<file path="config.mk">
export PLATFORM = sky130hd
export DESIGN_NAME = sync_fifo_param_flat
export DESIGN_NICKNAME = d
export VERILOG_FILES = /design/src/rtl/sync_fifo_param_if.sv /design/src/rtl/sync_fifo_param.sv /design/src/flat_wrapper.sv
export SDC_FILE = /design/constraint.sdc
export NUM_CORES = 1
export LEC_CHECK = 0
export CORE_ASPECT_RATIO = 1.1
export CORE_MARGIN = 2
export CORE_UTILIZATION = 38
export DETAILED_ROUTE_END_ITERATION = 7
export PLACE_DENSITY_LB_ADDON = 0.25
export SETUP_SLACK_MARGIN = 0.4
export SLEW_MARGIN = 40
export SYNTH_ARGS = -nofsm -noshare
export SYNTH_HDL_FRONTEND = slang
export SYNTH_SLANG_ARGS = --single-unit
</file>
<file path="constraint.sdc">
create_clock -name clk -period 3.3 [get_ports clk]
set_input_delay 0.66 -clock clk [delete_from_list [all_inputs] [get_ports clk]]
set_output_delay 0.66 -clock clk [all_outputs]
set_load 0.05 [all_outputs]
</file>
<file path="src/rtl/sync_fifo_param_if.sv">
// ---------------------------------------------------------------------------
// sync_fifo_param_if
//   Handshake/status bundle for sync_fifo_param.
//   master : producer/consumer side (drives winc/wdata/rinc/clr_err)
//   slave  : FIFO side (drives data, flags, occupancy and sticky errors)
//   Signals:
//     winc, wdata         write request and data
//     wfull               FIFO full
//     rinc                read request / pop
//     rdata, rvalid       read data and its valid qualifier
//     rempty              FIFO empty
//     afull, aempty       programmable almost-full / almost-empty
//     count               occupancy, 0..DEPTH
//     ovf, udf, clr_err   sticky overflow / underflow and their clear
// ---------------------------------------------------------------------------
interface sync_fifo_param_if #(
    parameter int WIDTH = 16,
    parameter int DEPTH = 64
);
    localparam int CW = $clog2(DEPTH) + 1;

    logic             winc;
    logic [WIDTH-1:0] wdata;
    logic             wfull;
    logic             rinc;
    logic [WIDTH-1:0] rdata;
    logic             rvalid;
    logic             rempty;
    logic             afull;
    logic             aempty;
    logic [CW-1:0]    count;
    logic             ovf;
    logic             udf;
    logic             clr_err;

    modport master (
        output winc, wdata, rinc, clr_err,
        input  wfull, rdata, rvalid, rempty, afull, aempty, count, ovf, udf
    );

    modport slave (
        input  winc, wdata, rinc, clr_err,
        output wfull, rdata, rvalid, rempty, afull, aempty, count, ovf, udf
    );
endinterface

</file>
<file path="src/rtl/sync_fifo_param.sv">
// ---------------------------------------------------------------------------
// sync_fifo_param
//   Single-clock FIFO with occupancy count, programmable almost-full /
//   almost-empty flags, sticky overflow/underflow and optional
//   first-word-fall-through read mode.
//   Ports:
//     clk   single clock, all logic on posedge
//     rst   synchronous reset, active-high
//     bus   sync_fifo_param_if.slave (write/read handshake, flags, errors)
//   Parameters: WIDTH, DEPTH (power of 2, >=4), AFULL_TH, AEMPTY_TH.
//   Build option: define SYNC_FIFO_FWFT_EN for first-word-fall-through;
//   otherwise reads have a registered 1-cycle latency.
// ---------------------------------------------------------------------------
module sync_fifo_param #(
    parameter int WIDTH     = 16,
    parameter int DEPTH     = 64,
    parameter int AFULL_TH  = DEPTH - 4,
    parameter int AEMPTY_TH = 4
) (
    input logic              clk,
    input logic              rst,
    sync_fifo_param_if.slave bus
);
    localparam int AW = $clog2(DEPTH);
    localparam int CW = AW + 1;

    logic [WIDTH-1:0] mem [DEPTH];
    logic [AW-1:0]    wptr;
    logic [AW-1:0]    rptr;
    logic [CW-1:0]    count_q;
    logic [CW-1:0]    count_d;
    logic             full;
    logic             empty;
    logic             wr_acc;
    logic             rd_acc;
    logic             ovf_q;
    logic             udf_q;

    // Flags decode straight from the registered count, so they always
    // describe the state left by the previous edge.
    assign full   = (count_q == CW'(DEPTH));
    assign empty  = (count_q == '0);
    assign wr_acc = bus.winc && !full;
    assign rd_acc = bus.rinc && !empty;

    // NOTE: every signal assigned in always_comb gets a default first so no
    // path leaves it unassigned and a latch is never inferred.
    always_comb begin
        count_d = count_q;
        unique case ({wr_acc, rd_acc})
            2'b10:   count_d = count_q + CW'(1);
            2'b01:   count_d = count_q - CW'(1);
            default: count_d = count_q;
        endcase
    end

    // NOTE: sequential state uses non-blocking assignments so every register
    // samples the pre-edge values regardless of process ordering.
    always_ff @(posedge clk) begin
        if (rst) begin
            wptr    <= '0;
            rptr    <= '0;
            count_q <= '0;
        end else begin
            if (wr_acc) wptr <= wptr + AW'(1);
            if (rd_acc) rptr <= rptr + AW'(1);
            count_q <= count_d;
        end
    end

    // NOTE: storage is deliberately left out of reset; the pointers and count
    // define which entries are live, and an unreset array maps onto RAM.
    always_ff @(posedge clk) begin
        if (wr_acc) mem[wptr] <= bus.wdata;
    end

    // Sticky errors: a rejected request sets the flag and takes priority
    // over a clear arriving in the same cycle.
    always_ff @(posedge clk) begin
        if (rst) begin
            ovf_q <= 1'b0;
            udf_q <= 1'b0;
        end else begin
            if (bus.winc && full)      ovf_q <= 1'b1;
            else if (bus.clr_err)      ovf_q <= 1'b0;
            if (bus.rinc && empty)     udf_q <= 1'b1;
            else if (bus.clr_err)      udf_q <= 1'b0;
        end
    end

`ifdef SYNC_FIFO_FWFT_EN
    // Head word is presented combinationally; rinc pops what is shown.
    assign bus.rdata  = mem[rptr];
    assign bus.rvalid = !empty;
`else
    logic [WIDTH-1:0] rdata_q;
    logic             rvalid_q;

    // Registered read: the popped word appears the cycle after rinc and is
    // held until the next accepted read.
    always_ff @(posedge clk) begin
        if (rst) begin
            rdata_q  <= '0;
            rvalid_q <= 1'b0;
        end else begin
            rvalid_q <= rd_acc;
            if (rd_acc) rdata_q <= mem[rptr];
        end
    end

    assign bus.rdata  = rdata_q;
    assign bus.rvalid = rvalid_q;
`endif

    assign bus.wfull  = full;
    assign bus.rempty = empty;
    assign bus.afull  = (count_q >= CW'(AFULL_TH));
    assign bus.aempty = (count_q <= CW'(AEMPTY_TH));
    assign bus.count  = count_q;
    assign bus.ovf    = ovf_q;
    assign bus.udf    = udf_q;
endmodule

</file>
<file path="src/flat_wrapper.sv">
// flat-port wrapper written by rule: the top's interface ports become plain ports
module sync_fifo_param_flat 
#(
    parameter int WIDTH     = 16,
    parameter int DEPTH     = 64,
    parameter int AFULL_TH  = DEPTH - 4,
    parameter int AEMPTY_TH = 4
)
  (clk, rst, bus_winc, bus_wdata, bus_rinc, bus_clr_err, bus_wfull, bus_rdata, bus_rvalid, bus_rempty, bus_afull, bus_aempty, bus_count, bus_ovf, bus_udf);
  sync_fifo_param_if #(.WIDTH(WIDTH), .DEPTH(DEPTH)) bus_i ();
  input logic clk;
  input logic rst;
  input wire logic [$bits(bus_i.winc)-1:0] bus_winc;
  input wire logic [$bits(bus_i.wdata)-1:0] bus_wdata;
  input wire logic [$bits(bus_i.rinc)-1:0] bus_rinc;
  input wire logic [$bits(bus_i.clr_err)-1:0] bus_clr_err;
  output wire logic [$bits(bus_i.wfull)-1:0] bus_wfull;
  output wire logic [$bits(bus_i.rdata)-1:0] bus_rdata;
  output wire logic [$bits(bus_i.rvalid)-1:0] bus_rvalid;
  output wire logic [$bits(bus_i.rempty)-1:0] bus_rempty;
  output wire logic [$bits(bus_i.afull)-1:0] bus_afull;
  output wire logic [$bits(bus_i.aempty)-1:0] bus_aempty;
  output wire logic [$bits(bus_i.count)-1:0] bus_count;
  output wire logic [$bits(bus_i.ovf)-1:0] bus_ovf;
  output wire logic [$bits(bus_i.udf)-1:0] bus_udf;
  assign bus_i.winc = bus_winc;
  assign bus_i.wdata = bus_wdata;
  assign bus_i.rinc = bus_rinc;
  assign bus_i.clr_err = bus_clr_err;
  assign bus_wfull = bus_i.wfull;
  assign bus_rdata = bus_i.rdata;
  assign bus_rvalid = bus_i.rvalid;
  assign bus_rempty = bus_i.rempty;
  assign bus_afull = bus_i.afull;
  assign bus_aempty = bus_i.aempty;
  assign bus_count = bus_i.count;
  assign bus_ovf = bus_i.ovf;
  assign bus_udf = bus_i.udf;
  sync_fifo_param #(.WIDTH(WIDTH), .DEPTH(DEPTH), .AFULL_TH(AFULL_TH), .AEMPTY_TH(AEMPTY_TH)) u_core (.clk(clk), .rst(rst), .bus(bus_i));
endmodule
</file>
Word-level counts from Yosys, hierarchy flattened
Memories as Yosys holds them, arrays and structs flattened. A register that Yosys moved wholly into a read port is not among the register bits.
Cells that the tools add are included.
Storage, ports and cells
  register bits after elaboration: 22
  memories kept: 1
  output and inout bits: 30
  memory bits (writable): 1024
Memory list
  u_core.mem: depth 64, width 16, rd ports 1, clocked after Yosys merged registers in 1, wr ports 1, RTL line sync_fifo_param.sv:27  | logic [WIDTH-1:0] mem [DEPTH];
Operators by class
  equality and inequality tests: 3
  mux-type cells: 6
  reduce and logical (&&, ||, !) cells: 10
  order comparisons: 2
  $add $sub $neg: 4
Operators with widths (count)
  7-bit case mux with 2 select lines: 1
  6-bit by 1-bit adder with 6-bit output (second input constant): 2
  7-bit by 1-bit adder with 7-bit output (second input constant): 1
  7-bit == test (second input constant): 1
  7-bit by 6-bit >= comparator with 1-bit output (second input constant): 1
  7-bit by 3-bit <= comparator with 1-bit output (second input constant): 1
  7-bit logical NOT: 1
  7-bit by 1-bit subtractor with 7-bit output (second input constant): 1
  2-bit nonzero test: 3
  1-bit 2-to-1 mux: 5
  1-bit logical AND: 4
  2-bit by 1-bit == test with 1-bit output (second input constant): 1
  2-bit == test (second input constant): 1
  1-bit logical NOT: 2

Logic depth before layout (Yosys ltp)
Gate-level depths: netlist (run 1).
  word-level depth: 5
  mapped depth: 13
  mapped depth without buffers: 11

Worst setup path before layout (run 1)
No wires, ideal clock.
  path type: register to register
  start: reg u_core.count_q[1] (netlist: u_core.bus.count[1])
  end: mem u_core.mem[25][0] (enable)
  slack: -123 ps
  data required time: 2984 ps
  period minus slack after synthesis: 3423 ps
  stages on the path, launching flop included: 7
  arrival time: 3107 ps
  path through: dfxtp_1 buf_2 or4_4 nor3_1 nor3_1 nand2_1 nor2_1
Between the ends
  word-level cells in the longest chain between the ends: 5
Ends and longest elaborated chain
  start: declaration: RTL line sync_fifo_param.sv:30  | logic [CW-1:0] count_q;
  start signal: assignment: RTL line sync_fifo_param.sv:67  | count_q <= count_d;
  7-bit == test: RTL line sync_fifo_param.sv:41  | assign full = (count_q == CW'(DEPTH));
  named net bus_wfull: RTL line flat_wrapper.sv:17  | output wire logic [$bits(bus_i.wfull)-1:0] bus_wfull;
  1-bit logical NOT: RTL line sync_fifo_param.sv:43  | assign wr_acc = bus.winc && !full;
  1-bit logical AND: RTL line sync_fifo_param.sv:43
  1-bit 2-to-1 mux: RTL line sync_fifo_param.sv:74  | if (wr_acc) mem[wptr] <= bus.wdata;
  1-bit 2-to-1 mux (implied by the code): RTL line sync_fifo_param.sv:74
  end: declaration: RTL line sync_fifo_param.sv:27
The timed path passes the listed nets, and every way through them passes these cells.

Worst setup path in the final report (run 1)
  start: reg u_core.count_q[1] (netlist: u_core.bus.count[1])
  end: out bus_rempty
Between the ends
  word-level cells in the longest chain between the ends: 1
Ends and longest elaborated chain
  7-bit logical NOT: RTL line sync_fifo_param.sv:42  | assign empty = (count_q == '0);
  end: declaration: RTL line flat_wrapper.sv:20  | output wire logic [$bits(bus_i.rempty)-1:0] bus_rempty;
Every way passes these cells.

==> results of run 1 <==
## repair_timing
action | 4_1_cts | 5_1_grt
cloned | 0 | 0
setup endpoints to repair | 10 | 3
setup buffers | 2 | 0
resized for setup | 12 | 6
## cell type report
cell class              count  area [um^2]
repair buffers            240         2103
inverters                   7        26.28
fillers                  9125        59510
clock buffers             136         2804
multi-input cells         856         9211
flip-flops and latches   1062        31530
clock inverters            61        571.8
well taps                1408         1762
## cell families after synthesis
| family | after synthesis |
|---|---|
| muxes | 388 |
| DFF | 1062 |
| buffers and inverters | 133 |
| AOI/OAI and AO/OA | 237 |
| xor gates and xnor gates | 14 |
| adders and majority gates | 5 |
| and+or+nand+nor | 212 |
## report_power, final
| group | total (mW) | switching [mW] | internal (mW) |
|---|---|---|---|
| clock network | 11.6 | 5.05 | 6.58 |
| logic | 5.55 | 3.25 | 2.30 |
| registers | 15.4 | 0.395 | 15.0 |
| total | 32.6 | 8.69 | 23.9 |
## worst max-delay path, cell delays in order (launching register included)
cell     delay [ns]
dfxtp_2        0.39
or4_4          0.58
nor3_4         0.22
buf_2          0.31
## how the worst max path moves through the flow
stage	cells after the start	start	endpoint
after floorplan	13	u_core.bus.count[4]$_SDFFE_PP0P_	u_core.bus.count[6]$_SDFFE_PP0P_
after global routing	3	u_core.bus.count[1]$_SDFFE_PP0P_	bus_rempty
after global placement	9	bus_rinc	u_core.bus.rdata[3]$_SDFFE_PP0P_
after CTS	3	u_core.bus.count[1]$_SDFFE_PP0P_	bus_wfull
final	3	u_core.bus.count[1]$_SDFFE_PP0P_	bus_rempty
after detailed placement	9	bus_rinc	u_core.bus.rdata[6]$_SDFFE_PP0P_
## layout by cell type, fill, tap and decap left out, types with 11 or more instances in the layout
| cell | count |
|---|---|
| buf_2 | 13 |
| nand2_1 | 11 |
| a21oi_1 | 56 |
| edfxtp_1 | 1024 |
| and3_1 | 16 |
| o221ai_1 | 64 |
| and2_1 | 20 |
| clkinv_1 | 18 |
| clkbuf_1 | 25 |
| nor3_1 | 35 |
| clkbuf_16 | 105 |
| clkdlybuf4s50_1 | 30 |
| mux2_2 | 33 |
| dfxtp_1 | 27 |
| mux4_2 | 176 |
| clkinv_2 | 23 |
| o22ai_1 | 16 |
| xor2_1 | 11 |
| nor2_2 | 12 |
| a221o_1 | 16 |
| nor2_1 | 75 |
| a221oi_1 | 16 |
| mux2i_1 | 179 |
| buf_4 | 174 |
| buf_12 | 17 |
| o21ai_0 | 39 |
## sequential cells by signal (all words and copies together), names as in the netlist
name / count
u_core.bus.ovf: 1
u_core.bus.udf: 1
u_core.bus.count: 7
u_core.mem: 1024
u_core.rptr: 6
u_core.bus.rdata: 16
u_core.wptr: 6
u_core.bus.rvalid: 1
## per-layer routing
metal,vias to the layer above,global-route usage [%],part of all wire [%]
li1,9001,-,-
met1,11150,25.73,43
met2,640,31.66,50
met3,122,2.697,5.5
met4,0,5.378,2.2
met5,-,0,0
==> results_dict.tcl, run 1 <==
set metrics [dict create \
    drt-pass1-iter-count 6 \
    p_total_mw 32.62 \
    yosysSeqAreaShare_pct 76.30 \
    drt_iter0_markers 2074 \
    place_area_um2 44550 \
    yosys.cell_count.top_type "edfxtp_1" \
    setup_viol 0 \
    finalClockSkew_ns 0.04363 \
    synth-xor-area-share_pct 0.2969 \
    worstSetupEndpointType "output port" \
    die_x_um 318.3 \
    path_clk_slew_ns 0.07 \
    rsz0062_at_grt "no" \
    rows 126 \
    grt.overflow.total 0 \
    synth_area_leaders "edfxtp_1 74%, mux4_2 9.6%, mux2i_1 4.3%" \
    synth_compound_area_share_pct 4.123 \
    antenna_cells 0 \
    hp-start "bus_wdata[13]" \
    rr_worst_depth 7 \
    fin_crit_ns 2.839 \
    clock_latency_ns 0.69 \
    ys_ff_latch 1062 \
    synth_cells 2051 \
    worstReg2RegStart "u_core.rptr[0]$_SDFFE_PP0P_" \
    grt_pass1_vias 21440 \
    cts.sinks 1062 \
    dp_hpwl_um 64470 \
    min_to "u_core.mem[55][13]$_DFFE_PP_" \
    cap_violations 0 \
    dp_slack_ns 0.08616 \
    synth-simple-area-share_pct 2.630 \
    slew_violations 0 \
    die_area_um2 111300 \
    yosysUniqueCellTypes 55 \
    vias_per_cell 5.548 \
    drc_errors 0 \
    port_buffers 50 \
    p_per_area_nw_per_um2 679.3 \
    hold_path_class "input port to flop" \
    htree_num_levels 3 \
    finalCritPeriodShare_pct 86.02 \
    synthAdderAreaFrac_pct 0.1515 \
    critPathRequiredTime_ns 2.64 \
    synth_top_family_by_area "multiplexers" \
    cts_tree "yes" \
    ys.flop_type "edfxtp_1" \
    r2r_slack_ns 0.48 \
    synth_mux_area_share_pct 14.84 \
    synth_top_area_share_pct 74.46 \
    p_leak_nw 14.82 \
    finalHoldViolCount 0 \
    routed_wirelength_um 105000 \
    wire_per_inst_um 27.86 \
    grt_max_degree 65 \
    maxSlewHeadroom_pct 44.64 \
    start_util_pct 38.41 \
    tightest_slew_ns 0.8305 \
    vias 20920 \
    netlist_area_um2 41300 \
    fin_tns_setup_ns 0 \
    final_util_pct 44.66 \
    synth_edf_count 1024 \
    critical_path_class "flop to output port" \
    holdWs_ns 0.3207 \
    ios 51 \
    layout_setup_ws_ns 0.4614 \
    start_kind "flop" \
    dp.cells 3570 \
    cp.arrival_ns 2.18 \
    grt_usage_pct 18.86 \
    cts_buffers 105 \
    vdd_ir_drop_max_v 0.0003875 \
    min_path_cells 1 \
    gp_congestion 0.8399 \
    syn_nets 2077 \
    die_h_um 349.8 \
    syn_to_final_growth_pct 16.26 \
    grt_pass1_wl_um 152300 \
    stdcell_area_um2 48010 \
    cts_hold_buf 0 \
    avgSynthCellArea_um2 20.14 \
    yosys_warnings 0 \
    core-area_um2 107500 \
    reg2reg_to "u_core.bus.rdata[3]$_SDFFE_PP0P_" \
    final_cells 3770 \
    clock.fmax_mhz 352.3 \
    drive_gt1_share_pct 25.87 \
    synth_commonest_cells "1024 x edfxtp_1, 179 x mux2i_1, 176 x mux4_2" \
    final_antenna_net_count 0 \
    antenna_found_initial 5 \
    status "finished clean" \
    cts_buffer_depth 3 \
    clockRootBuffer "clkbuf_16" \
    crit_fanout 10 \
    async_reset_ff_share_pct 0 \
    yosysTopAreaCell "edfxtp_1" \
    nets 2298 \
]
No activity file was read; power rests on OpenSTA's default activity.
==> inputs of run 2 (changes only) <==
--- a/config.mk
+++ b/config.mk
@@ -9,8 +9,8 @@
 export CORE_MARGIN = 2
 export CORE_UTILIZATION = 38
 export DETAILED_ROUTE_END_ITERATION = 7
-export PLACE_DENSITY_LB_ADDON = 0.25
 export SETUP_SLACK_MARGIN = 0.4
+export SKIP_LAST_GASP = 1
 export SLEW_MARGIN = 40
 export SYNTH_ARGS = -nofsm -noshare
 export SYNTH_HDL_FRONTEND = slang
==> results_dict.tcl, run 2 (synthesis gave the netlist of run 1 again) <==
set metrics [dict create \
    drc_errors 0 \
    core-area_um2 107500 \
    pwr-share-comb_pct 16.7 \
    drive_gt1_share_pct 25.49 \
    cts_tree "yes" \
    cts.sinks 1062 \
    p_int_mw 24.47 \
    start_kind "flop" \
    antenna_found_initial 6 \
    slew_violations 0 \
    ios 51 \
    p_per_area_nw_per_um2 684.7 \
    die_area_um2 111300 \
    stdcell_area_um2 48150 \
    grt_pass1_vias 21350 \
    finalHoldViolCount 0 \
    grt_usage_pct 18.15 \
    vdd_ir_drop_max_v 0.0004084 \
    grt_max_degree 65 \
    place_area_um2 44500 \
    cts_hold_buf 0 \
    final_antenna_net_count 0 \
    p_clk_share_pct 36.6 \
    die_x_um 318.3 \
    tightest_slew_ns 0.8881 \
    grt_pass1_wl_um 147800 \
    p_leak_nw 14.84 \
    syn_to_final_growth_pct 16.61 \
    top_register "u_core.mem" \
    drt-pass1-iter-count 5 \
    cp.arrival_ns 3.49 \
    hold_path_class "input port to flop" \
    worstSetupEndpointType "flop" \
    status "finished clean" \
    rows 126 \
    start_util_pct 38.41 \
    cts_buffers 107 \
    vias 20920 \
    dp_hpwl_um 63330 \
    vias_per_cell 5.556 \
    wire_per_inst_um 27.19 \
    holdWs_ns 0.2407 \
    p_sw_mw 8.505 \
    crit_fanout 23 \
    htree_num_levels 3 \
    drt_iter0_markers 2246 \
    port_buffers 50 \
    largest_reg_flops 1024 \
    p_sw_share_pct 25.79 \
    gp_congestion 0.8484 \
    die_h_um 349.8 \
    fin_crit_ns 2.881 \
    clockRootBuffer "clkbuf_16" \
    setup_viol 0 \
    clock_latency_ns 0.67 \
    final_cell_mix "1024 x edfxtp_1, 179 x mux2i_1, 176 x mux4_2" \
    critPathRequiredTime_ns 3.91 \
    maxSlewHeadroom_pct 39.26 \
    rsz0062_at_grt "yes" \
    routed_wirelength_um 102400 \
    path_clk_slew_ns 0.06 \
    cap_violations 0 \
    clock.fmax_mhz 347.1 \
    final_common_cell "edfxtp_1" \
    grt.overflow.total 0 \
    finalCritPeriodShare_pct 87.31 \
    finalClockSkew_ns 0.02569 \
    fin_tns_setup_ns 0 \
    nets 2291 \
    cts_buffer_depth 3 \
    p_seq_share_pct 46.7 \
    critical_path_class "flop to flop" \
]
## run 2: final timing paths
path         slack, ns                           endpoint                             start  depth (start not counted)
max               0.42  u_core.bus.rdata[10]$_SDFFE_PP0P_       u_core.rptr[3]$_SDFFE_PP0P_                          5
min               0.24         u_core.mem[0][2]$_DFFE_PP_                      bus_wdata[2]                          1
max reg2reg       0.42  u_core.bus.rdata[10]$_SDFFE_PP0P_       u_core.rptr[3]$_SDFFE_PP0P_                          5
min reg2reg       0.51   u_core.bus.rdata[9]$_SDFFE_PP0P_  u_core.bus.rdata[9]$_SDFFE_PP0P_                          1
## run 2: cell type report
cell class / instances / area (um^2)
Clock buffer: 136 / 2932
Clock inverter: 62 / 601.8
Multi-Input combinational cell: 856 / 9236
Fill cell: 9040 / 59360
Antenna cell: 3 / 7.507
Tap cell: 1408 / 1762
Sequential cell: 1062 / 31530
Timing Repair Buffer: 231 / 2056
Inverter: 7 / 26.28
## run 2: what timing repair did
| action | in CTS | in global routing |
|---|---|---|
| setup endpoints to repair | 8 | 18 |
| endpoints found under the hold margin | 0 | 0 |
| resized for setup | 16 | 16 |
| buffers inserted | 0 | 5 |
| pin swaps | 0 | 1 |
## run 2: critical path, cell delays in order (launching register included)
cell and delay (ns):
dfxtp_2 0.63, nor2b_4 0.72, and2_1 0.32, o22ai_1 0.10, a2111oi_0 0.82, a221o_1 0.21
## run 2: through the flow
step           total power, mW  setup WS [ns]  util, %  instances
2_1_floorplan            19.19         0.4072        -       2051
3_3_place_gp             21.10         0.1349    41.38       3559
3_5_place_dp             21.17        0.07192    41.39       3559
4_1_cts                  33.15         0.3097    44.69       3757
5_1_grt                  34.06         0.3815    44.78       3762
6_report                 32.97         0.4188    44.79       3765
## run 2: power groups by stage
stage,combinational [mW],clock [mW],sequential [mW]
6_report,5.50,12.1,15.4
5_1_grt,5.81,12.8,15.4
4_1_cts,5.48,12.3,15.4
3_5_place_dp,5.49,0,15.7
3_3_place_gp,5.43,0,15.7
2_1_floorplan,3.23,0,16.0
## run 2: layer usage
| layer | wire, um | GRT usage [%] |
|---|---|---|
| met4 | 2342 | 5.049 |
| met5 | 12 | 0 |
| met1 | 41950 | 24.23 |
| met2 | 51830 | 31.01 |
| met3 | 6225 | 2.778 |
